### src/rtl/calu_pkg.sv
// calu_pkg: shared definitions for the CALU add/subtract datapath.
//   calu_op_t   - two-bit operation code carried on in_op
//   FLAG_*      - bit positions inside the four-bit {N, Z, C, V} flag vector
//   op_carry_in - carry-in selection for each operation
package calu_pkg;

    typedef enum logic [1:0] {
        OP_ADD = 2'b00,
        OP_SUB = 2'b01,
        OP_ADC = 2'b10,
        OP_SBC = 2'b11
    } calu_op_t;

    localparam int FLAG_N = 3;
    localparam int FLAG_Z = 2;
    localparam int FLAG_C = 1;
    localparam int FLAG_V = 0;

    // SUB forms a - b as a + ~b + 1; the chaining ops take the external carry.
    function automatic logic op_carry_in(input calu_op_t op, input logic carry);
        logic cin;
        case (op)
            OP_ADD:  cin = 1'b0;
            OP_SUB:  cin = 1'b1;
            default: cin = carry;
        endcase
        return cin;
    endfunction

endpackage

### src/rtl/calu_addsub_pipe_cla_group.sv
// cla_group: one GROUP-bit carry-lookahead slice.
//   a, b  in   GROUP  operand bits (b already conditionally inverted)
//   cin   in   1      carry into the least significant bit of the group
//   sum   out  GROUP  sum bits
//   bg    out  1      block generate (group produces a carry regardless of cin)
//   bp    out  1      block propagate (group passes cin straight through)
module cla_group #(
    parameter int GROUP = 4
) (
    input  logic [GROUP-1:0] a,
    input  logic [GROUP-1:0] b,
    input  logic             cin,
    output logic [GROUP-1:0] sum,
    output logic             bg,
    output logic             bp
);

    logic [GROUP-1:0] gen;
    logic [GROUP-1:0] prop;
    logic [GROUP-1:0] carry;

    assign gen  = a & b;
    assign prop = a ^ b;
    assign sum  = prop ^ carry;
    assign bp   = &prop;

    // Bit carries and the block generate are both expanded from the same
    // generate/propagate terms; the block generate assumes a zero carry-in
    // so the caller can combine groups as bg | (bp & cin).
    always_comb begin
        logic acc;
        carry[0] = cin;
        for (int i = 1; i < GROUP; i++) begin
            carry[i] = gen[i-1] | (prop[i-1] & carry[i-1]);
        end
        acc = 1'b0;
        for (int i = 0; i < GROUP; i++) begin
            acc = gen[i] | (prop[i] & acc);
        end
        bg = acc;
    end

endmodule

### src/rtl/calu_addsub_pipe.sv
// calu_addsub_pipe: pipelined carry-lookahead adder/subtractor.
//   clk, rst_n           clock, synchronous active-low reset
//   in_valid / in_ready  operand beat handshake
//   in_a, in_b           WIDTH-bit operands
//   in_op                ADD, SUB, ADC, SBC (calu_op_t)
//   in_carry             carry-in for ADC/SBC
//   sat                  signed saturate enable (only when CALU_SAT_EN is defined)
//   out_valid/out_ready  result handshake
//   out_result           WIDTH-bit sum or difference
//   out_flags            {N, Z, C, V}
// Optional feature macro: CALU_SAT_EN adds the sat port and signed clamping.
//
// Stage k adds groups k*GPS .. (k+1)*GPS-1. Only the inter-stage carry is a
// real pipeline quantity; operands and partial sums ride along with the beat.
// The last stage writes the result/flag registers directly, so the latency is
// exactly STAGES cycles. The whole pipe advances together (global stall).
module calu_addsub_pipe
    import calu_pkg::*;
#(
    parameter int WIDTH  = 16,
    parameter int GROUP  = 4,
    parameter int STAGES = 2
) (
    input  logic             clk,
    input  logic             rst_n,
    input  logic             in_valid,
    output logic             in_ready,
    input  logic [WIDTH-1:0] in_a,
    input  logic [WIDTH-1:0] in_b,
    input  logic [1:0]       in_op,
    input  logic             in_carry,
`ifdef CALU_SAT_EN
    input  logic             sat,
`endif
    output logic             out_valid,
    input  logic             out_ready,
    output logic [WIDTH-1:0] out_result,
    output logic [3:0]       out_flags
);

    localparam int NGROUPS = WIDTH / GROUP;
    localparam int GPS     = NGROUPS / STAGES;
    localparam int SBITS   = GPS * GROUP;

    logic advance;

    // A full output register that is not being drained freezes every stage.
    assign advance  = !out_valid || out_ready;
    assign in_ready = advance;

    for (genvar k = 0; k < STAGES; k++) begin : stg
        logic [WIDTH-1:0] a_i;
        logic [WIDTH-1:0] b_i;
        logic [WIDTH-1:0] sum_i;
        logic [WIDTH-1:0] sum_o;
        logic             c_i;
        logic             v_i;
`ifdef CALU_SAT_EN
        logic             sat_i;
`endif
        logic [GPS:0]     gc;
        logic [GPS-1:0]   bg;
        logic [GPS-1:0]   bp;
        logic [SBITS-1:0] slice_sum;

        if (k == 0) begin : g_src
            assign a_i   = in_a;
            assign b_i   = in_b ^ {WIDTH{in_op[0]}};
            assign sum_i = '0;
            assign c_i   = op_carry_in(calu_op_t'(in_op), in_carry);
            assign v_i   = in_valid;
`ifdef CALU_SAT_EN
            assign sat_i = sat;
`endif
        end else begin : g_src
            assign a_i   = stg[k-1].g_reg.q_a;
            assign b_i   = stg[k-1].g_reg.q_b;
            assign sum_i = stg[k-1].g_reg.q_sum;
            assign c_i   = stg[k-1].g_reg.q_c;
            assign v_i   = stg[k-1].g_reg.q_v;
`ifdef CALU_SAT_EN
            assign sat_i = stg[k-1].g_reg.q_sat;
`endif
        end

        assign gc[0] = c_i;

        for (genvar j = 0; j < GPS; j++) begin : grp
            localparam int LSB = (k * GPS + j) * GROUP;

            cla_group #(
                .GROUP (GROUP)
            ) u_cla (
                .a   (a_i[LSB +: GROUP]),
                .b   (b_i[LSB +: GROUP]),
                .cin (gc[j]),
                .sum (slice_sum[j*GROUP +: GROUP]),
                .bg  (bg[j]),
                .bp  (bp[j])
            );

            assign gc[j+1] = bg[j] | (bp[j] & gc[j]);
        end

        // Splice this stage's slice into the partial sum carried by the beat.
        always_comb begin
            sum_o = sum_i;
            sum_o[k*SBITS +: SBITS] = slice_sum;
        end

        if (k < STAGES - 1) begin : g_reg
            logic [WIDTH-1:0] q_a;
            logic [WIDTH-1:0] q_b;
            logic [WIDTH-1:0] q_sum;
            logic             q_c;
            logic             q_v;
`ifdef CALU_SAT_EN
            logic             q_sat;
`endif

            // Bubbles move as valid=0; their data is never loaded.
            always_ff @(posedge clk) begin
                if (!rst_n) begin
                    q_v <= 1'b0;
                end else if (advance) begin
                    q_v <= v_i;
                    if (v_i) begin
                        q_a   <= a_i;
                        q_b   <= b_i;
                        q_sum <= sum_o;
                        q_c   <= gc[GPS];
`ifdef CALU_SAT_EN
                        q_sat <= sat_i;
`endif
                    end
                end
            end
        end else begin : g_out
            logic [WIDTH-1:0] res;
            logic [3:0]       flags;
            logic             ovf;

            assign ovf = (a_i[WIDTH-1] == b_i[WIDTH-1]) && (sum_o[WIDTH-1] != a_i[WIDTH-1]);

            // Clamp toward the sign of a; V keeps reporting the raw overflow.
            always_comb begin
                res = sum_o;
`ifdef CALU_SAT_EN
                if (sat_i && ovf) begin
                    res = a_i[WIDTH-1] ? {1'b1, {(WIDTH-1){1'b0}}} : {1'b0, {(WIDTH-1){1'b1}}};
                end
`endif
            end

            always_comb begin
                flags         = '0;
                flags[FLAG_N] = res[WIDTH-1];
                flags[FLAG_Z] = (res == '0);
                flags[FLAG_C] = gc[GPS];
                flags[FLAG_V] = ovf;
            end

            // Result registers hold their last value across bubbles and stalls.
            always_ff @(posedge clk) begin
                if (!rst_n) begin
                    out_valid  <= 1'b0;
                    out_result <= '0;
                    out_flags  <= '0;
                end else if (advance) begin
                    out_valid <= v_i;
                    if (v_i) begin
                        out_result <= res;
                        out_flags  <= flags;
                    end
                end
            end
        end
    end

endmodule
### config.mk
export PLATFORM = sky130hd
export DESIGN_NAME = calu_addsub_pipe
export DESIGN_NICKNAME = d
export VERILOG_FILES = /design/src/rtl/calu_pkg.sv /design/src/rtl/calu_addsub_pipe_cla_group.sv /design/src/rtl/calu_addsub_pipe.sv
export SDC_FILE = /design/constraint.sdc
export NUM_CORES = 1
export LEC_CHECK = 0
export CAP_MARGIN = 15
export CORE_ASPECT_RATIO = 0.75
export CORE_MARGIN = 1.5
export CORE_UTILIZATION = 46
export CTS_BUF_LIST = sky130_fd_sc_hd__clkbuf_8
export DETAILED_ROUTE_END_ITERATION = 16
export PLACE_DENSITY = 0.78
export SYNTH_ARGS = -nofsm -noshare
export SYNTH_HDL_FRONTEND = slang
export SYNTH_HIERARCHICAL = 1
export SYNTH_SLANG_ARGS = --single-unit
export TNS_END_PERCENT = 1
### constraint.sdc
create_clock -name clk -period 3.3 [get_ports clk]
set_clock_uncertainty 0.15 [all_clocks]
set_input_delay 0.66 -clock clk [delete_from_list [all_inputs] [get_ports clk]]
set_output_delay 0.66 -clock clk [all_outputs]
set_load 0.02 [all_outputs]
* After elaboration in Yosys (flattened, before gate mapping) *
Cells that the tools add are included.
W data, S select, Z words.

cells by class
  reductions and logical operators = 11
  mux-type cells = 1
  bitwise logic cells = 69
  equal/unequal tests = 3

operators with widths
  operator              number
  $xor A4 B4 Y4         8
  $and A1 B1 Y1         28
  $or A1 B1 Y1          28
  $and A4 B4 Y4         4
  $logic_not A16 Y1     1
  $reduce_and A4 Y1     4
  $xor A16 B16 Y16      1
  $reduce_and A3 Y1     1
  $eq A2 B1 Y1 const B  1
  $logic_not A2 Y1      1
  $pmux W1 S2           1
  $reduce_and A2 Y1     1
  $eq A1 B1 Y1          1
  $logic_and A1 B1 Y1   1
  $logic_not A1 Y1      1
  $logic_or A1 B1 Y1    1
  $ne A1 B1 Y1          1

storage, ports and cells
  flip-flop bits (word level) = 63
  word-level logic and storage cells = 92
  output and inout port bits = 22
  input bits = 39

* Depth between registers and ports, before layout *
  depth after elaboration = 17
  mapped depth = 13
  depth with buffers taken out = 13

* Modules after synthesis *
The synthesis kept the hierarchy.

modules (own cells, without submodules)
  module            cells an instance  instances  area each (um^2)  seq. area each (um^2)
  calu_addsub_pipe  153                1          1,794.2           1,171.1
  cla_group         18                 4          165.2             0.0

* Least setup slack after synthesis *
Ideal clock, no wire load.

  path kind = in2reg
  start point = input port in_op[0]
  end point = register stg[0].g_reg.q_sum[7], data pin
  path slack = 0.120 ns
  path buffers = 1
  data arrival time = 2.771 ns
  setup time = 0.259 ns
  stages = 12
  required time = 2.891 ns
  cells stage by stage = buf_6 > xor2_1 > ha_1 > a21oi_1 > o21ai_1 > a21o_1 > inv_1 > fa_1 > inv_1 > fa_1 > fa_1 > xor2_1

between the ends
  longest elaborated chain between the ends = 16
  elaborated cells on any way between the ends = 24
  those cells by class = 1 x eq/ne; 1 x mux; 20 x bitwise; 2 x reduce/logical

RTL lines
  item                     line                              text
  start, declared          calu_addsub_pipe.sv:30            input logic [1:0] in_op,
  $xor A16 B16 Y16 *       calu_addsub_pipe.sv:68            assign b_i = in_b ^ {WIDTH{in_op[0]}};
  via stg[0].b_i[1]        calu_addsub_pipe.sv:53            logic [WIDTH-1:0] b_i;
  $xor A4 B4 Y4            calu_addsub_pipe_cla_group.sv:23  assign prop = a ^ b;
  $and A1 B1 Y1            calu_addsub_pipe_cla_group.sv:38  acc = gen[i] | (prop[i] & acc);
  $or A1 B1 Y1 *           calu_addsub_pipe_cla_group.sv:38
  $and A1 B1 Y1 *          calu_addsub_pipe_cla_group.sv:38
  $or A1 B1 Y1 *           calu_addsub_pipe_cla_group.sv:38
  $and A1 B1 Y1 *          calu_addsub_pipe_cla_group.sv:38
  [... 1 more ...]         -
  via stg[0].bg[0]         calu_addsub_pipe.sv:62            logic [GPS-1:0] bg;
  [... 1 more ...]         -
  via stg[0].gc[1]         calu_addsub_pipe.sv:61            logic [GPS:0] gc;
  $and A1 B1 Y1 *          calu_addsub_pipe_cla_group.sv:34  carry[i] = gen[i-1] | (prop[i-1] & carry[i-1]);
  $or A1 B1 Y1 *           calu_addsub_pipe_cla_group.sv:34
  $and A1 B1 Y1 *          calu_addsub_pipe_cla_group.sv:34
  $or A1 B1 Y1 *           calu_addsub_pipe_cla_group.sv:34
  $and A1 B1 Y1 *          calu_addsub_pipe_cla_group.sv:34
  $or A1 B1 Y1 *           calu_addsub_pipe_cla_group.sv:34
  $xor A4 B4 Y4 *          calu_addsub_pipe_cla_group.sv:24  assign sum = prop ^ carry;
  via stg[0].slice_sum[7]  calu_addsub_pipe.sv:64            logic [SBITS-1:0] slice_sum;
  end signal, assigned     calu_addsub_pipe.sv:130           q_sum <= sum_o;
  end, declared            calu_addsub_pipe.sv:114           logic [WIDTH-1:0] q_sum;

The timed path passes the listed nets; every way through them passes the cells marked *.
A chain may end at the register's enable or synchronous reset.

* Worst setup path after layout *
  start point = input port in_b[1]
  end point = register stg[0].g_reg.q_sum[7], data pin

between the ends
  longest elaborated chain between the ends = 16
  elaborated cells on any way between the ends = 19
  those cells by class = 18 x bitwise; 1 x reduce/logical

RTL lines
  item                     line                              text
  start, declared          calu_addsub_pipe.sv:29            input logic [WIDTH-1:0] in_b,
  $xor A16 B16 Y16 *       calu_addsub_pipe.sv:68
  via stg[0].b_i[1]        calu_addsub_pipe.sv:53
  $xor A4 B4 Y4            calu_addsub_pipe_cla_group.sv:23
  $and A1 B1 Y1            calu_addsub_pipe_cla_group.sv:38
  $or A1 B1 Y1 *           calu_addsub_pipe_cla_group.sv:38
  $and A1 B1 Y1 *          calu_addsub_pipe_cla_group.sv:38
  $or A1 B1 Y1 *           calu_addsub_pipe_cla_group.sv:38
  $and A1 B1 Y1 *          calu_addsub_pipe_cla_group.sv:38
  [... 1 more ...]         -
  via stg[0].bg[0]         calu_addsub_pipe.sv:62
  [... 1 more ...]         -
  via stg[0].gc[1]         calu_addsub_pipe.sv:61
  $and A1 B1 Y1 *          calu_addsub_pipe_cla_group.sv:34
  $or A1 B1 Y1 *           calu_addsub_pipe_cla_group.sv:34
  $and A1 B1 Y1 *          calu_addsub_pipe_cla_group.sv:34
  $or A1 B1 Y1 *           calu_addsub_pipe_cla_group.sv:34
  $and A1 B1 Y1 *          calu_addsub_pipe_cla_group.sv:34
  $or A1 B1 Y1 *           calu_addsub_pipe_cla_group.sv:34
  $xor A4 B4 Y4 *          calu_addsub_pipe_cla_group.sv:24
  via stg[0].slice_sum[7]  calu_addsub_pipe.sv:64

Marked as above.

==> out/results.ini <==
[logic_synthesis]
yosys.area.top_type=edfxtp_1
synth_nets=292
ys.flop_type=edfxtp_1
synth-seq-cells=46
yosysSeqAreaShare_pct=47.7
syn_avg_cell_area_um2=10.9
synth_edf_count=25
netlist_instances=225
yosysWarnings=6
netlist_area_mm2=0.00245
synth_area_leaders=edfxtp_1, dfxtp_1, fa_1
async_reset_ff_share_pct=0
synth_top_area_share_pct=30.6
synth_cell_types=29

[finish]
area_growth_pct=34.4
insertedDiodeCount=0
final_cell_area_mm2=0.00330
layout_common_cells=clkdlybuf4s50_1, a21oi_1, edfxtp_1, inv_1, dfxtp_1
final_common_cell=clkdlybuf4s50_1
drive_above_1_share_pct=10.9
layout.nets=360
fin_cells=366

[timing]
worstMarginPinSlew_ps=636
period_minus_slack_ps=3220
setup_viol=0
clock.fmax_mhz=311
rsz0062_at_grt=yes
hold_viol=0
final.period_utilization_pct=97.6
slew_violations=0
relSlewSlack_pct=57.6

[global_route]
grt_use_total_pct=17.9
grt_pass1_wl_um=7940
grt_max_degree=26
antenna_found_initial=0
grt-ovfl-total=0
grt_pass1_vias=1806

[placement]
dp_hpwl_um=3720
port_buffers=60
place_inst=356
gp_congestion=0.821
placed_area_mm2=0.00316

[run]
cap_violations=0

[worst_setup_path]
r2r-end=out_flags[2]
reg2reg_slack_ps=160
critPathSlowestCell=clkdlybuf4s50_1
path_cells=clkdlybuf4s50_1, xor2_1, ha_1, a21oi_2, o21ai_1, a21o_1, inv_2, fa_2, inv_1, fa_2, fa_2, xor2_1
crit_type=in -> reg
cp-endpoint=stg[0].g_reg.q_sum[7]
worstSetupStartpoint=in_b[1]
cp_max_fo=2
crit_top_cell=fa_2
start_kind=input port
r2r_cells=13
critPathCaptureType=flop
arrival_ps=3110
timing.rr.start=stg[0].g_reg.q_b[9]
required_ps=3190
critical_path.max_stage_delay_ps=470

[detailed_routing]
drtAntennaViolNets=0
drt_iter0_drc=77
via_count=1852
routed_via_density=5.06
drcViolationCount=0
post_drt_wl_per_cell_um=13.0
routed_wl_um=4770
dr.pass1.iters=4

[floorplan]
boundaryPins=61
die_h_um=66.3
rows=22
initial_core_util_pct=49.0
coreArea_mm2=0.00501
die_w_um=87.4
die_area_mm2=0.00579

[clocking]
htreeDepth=2
insertion_delay_ps=300
root_buffer=clkbuf_8
ctsLongestPathBuffers=2
path_clk_slew_ps=90
numCtsBuffers=5
cts.sinks=46
cts_tree=done

[run_status]
outcome=finished, final reports clean

[power]
p_leak_nw=1.31
p_total_mw=1.33
powerDensity_mw_per_mm2=403
ir_drop_v=0.000236

[min_path]
hp-class=reg -> reg

[stage by stage]
stage | setup WS (ps) | util [%] | setup TNS [ps] | hold slack [ps]
after floorplan | 120 | - | 0 | 377
after global placement | -403 | 63.1 | -771 | 314
after detailed placement | -513 | 63.1 | -1070 | 320
after CTS | 13.4 | 64.9 | 0 | 332
after global routing | -3.11 | 65.8 | -3.11 | 361
final | 79.9 | 65.8 | 0 | 330
[Yosys cell counts (3+ instances only)]
master,count
a21o_1,3
a21oi_1,30
and4_1,4
buf_2,7
clkbuf_1,3
dfxtp_1,21
edfxtp_1,25
fa_1,12
ha_1,16
inv_1,21
nand2_1,7
nand3_1,17
nor2_1,3
o21ai_0,7
o21ai_1,13
xor2_1,20
[where the power goes]
group	leakage [nW]	internal, mW	switching, mW
clock	0.0493	0.146	0.182
sequential	0.406	0.654	0.0256
combinational	0.853	0.163	0.157
total	1.31	0.963	0.365
[area by class of cell]
type                       instances  area [um^2]
clock buffer                       5         68.8
clock inverter                     3         17.5
timing repair buffer              73          697
fill                             405         1710
inverter                          23         86.3
sequential                        46         1170
multi-input combinational        144         1170
tap                               72         90.1
[worst min-delay path by stage]
| stage | startpoint | end | slack, ps | depth (start not counted) |
|---|---|---|---|---|
| floorplan | stg[0].g_reg.q_sum[1] | out_result[1] | 380 | 2 |
| global placement | out_result[9] | out_result[9] | 310 | 2 |
| detailed placement | out_result[10] | out_result[10] | 320 | 2 |
| CTS | out_result[10] | out_result[10] | 330 | 2 |
| global route | out_result[10] | out_result[10] | 360 | 2 |
| finish | out_result[10] | out_result[10] | 330 | 2 |
[critical path: cells and delay by family]
family,cells,cell delay [ps]
buffers and inverters,3,590
adder cells (fa/ha/maj),4,1140
AO/OA/AOI/OAI,3,380
XOR/XNOR,2,340
[sequential cells by signal, indices dropped and copies added, names as in the netlist]
name / cells
out_valid: 1
stg.g_reg.q_sum: 8
stg.g_reg.q_c: 1
stg.g_reg.q_a: 8
stg.g_reg.q_b: 8
stg.g_reg.q_v: 1
out_result: 16
out_flags: 3
[layer usage]
layer  routed length (um)  global-route usage (%)  up-vias
li1                     -                       -      918
met3                  248                    4.00        5
met2                 2120                    26.5       64
met4                   50                    7.54        0
met5                    0                       0        -
met1                 2350                    25.1      865
[what timing repair did]
| action | 4_1_cts | 5_1_grt |
|---|---|---|
| endpoints found under the setup margin | 2 | 3 |
| pin swaps | 1 | 6 |
| resized for setup | 2 | 8 |
| hold buffers | 0 | 0 |
| buffers inserted | 0 | 2 |
[cells by family after synthesis]
| family | after synthesis | synth area share (%) |
|---|---|---|
| DFF | 46 | 47.7 |
| buffers and inverters | 35 | 6.17 |
| adders and majority gates | 28 | 17.9 |
| and+or+nand+nor | 39 | 8.61 |
| xor gates and xnor gates | 20 | 7.14 |
| AOI/OAI and AO/OA | 56 | 12.0 |
| muxes | 1 | 0.459 |
Power figures use the tool's default switching activity.
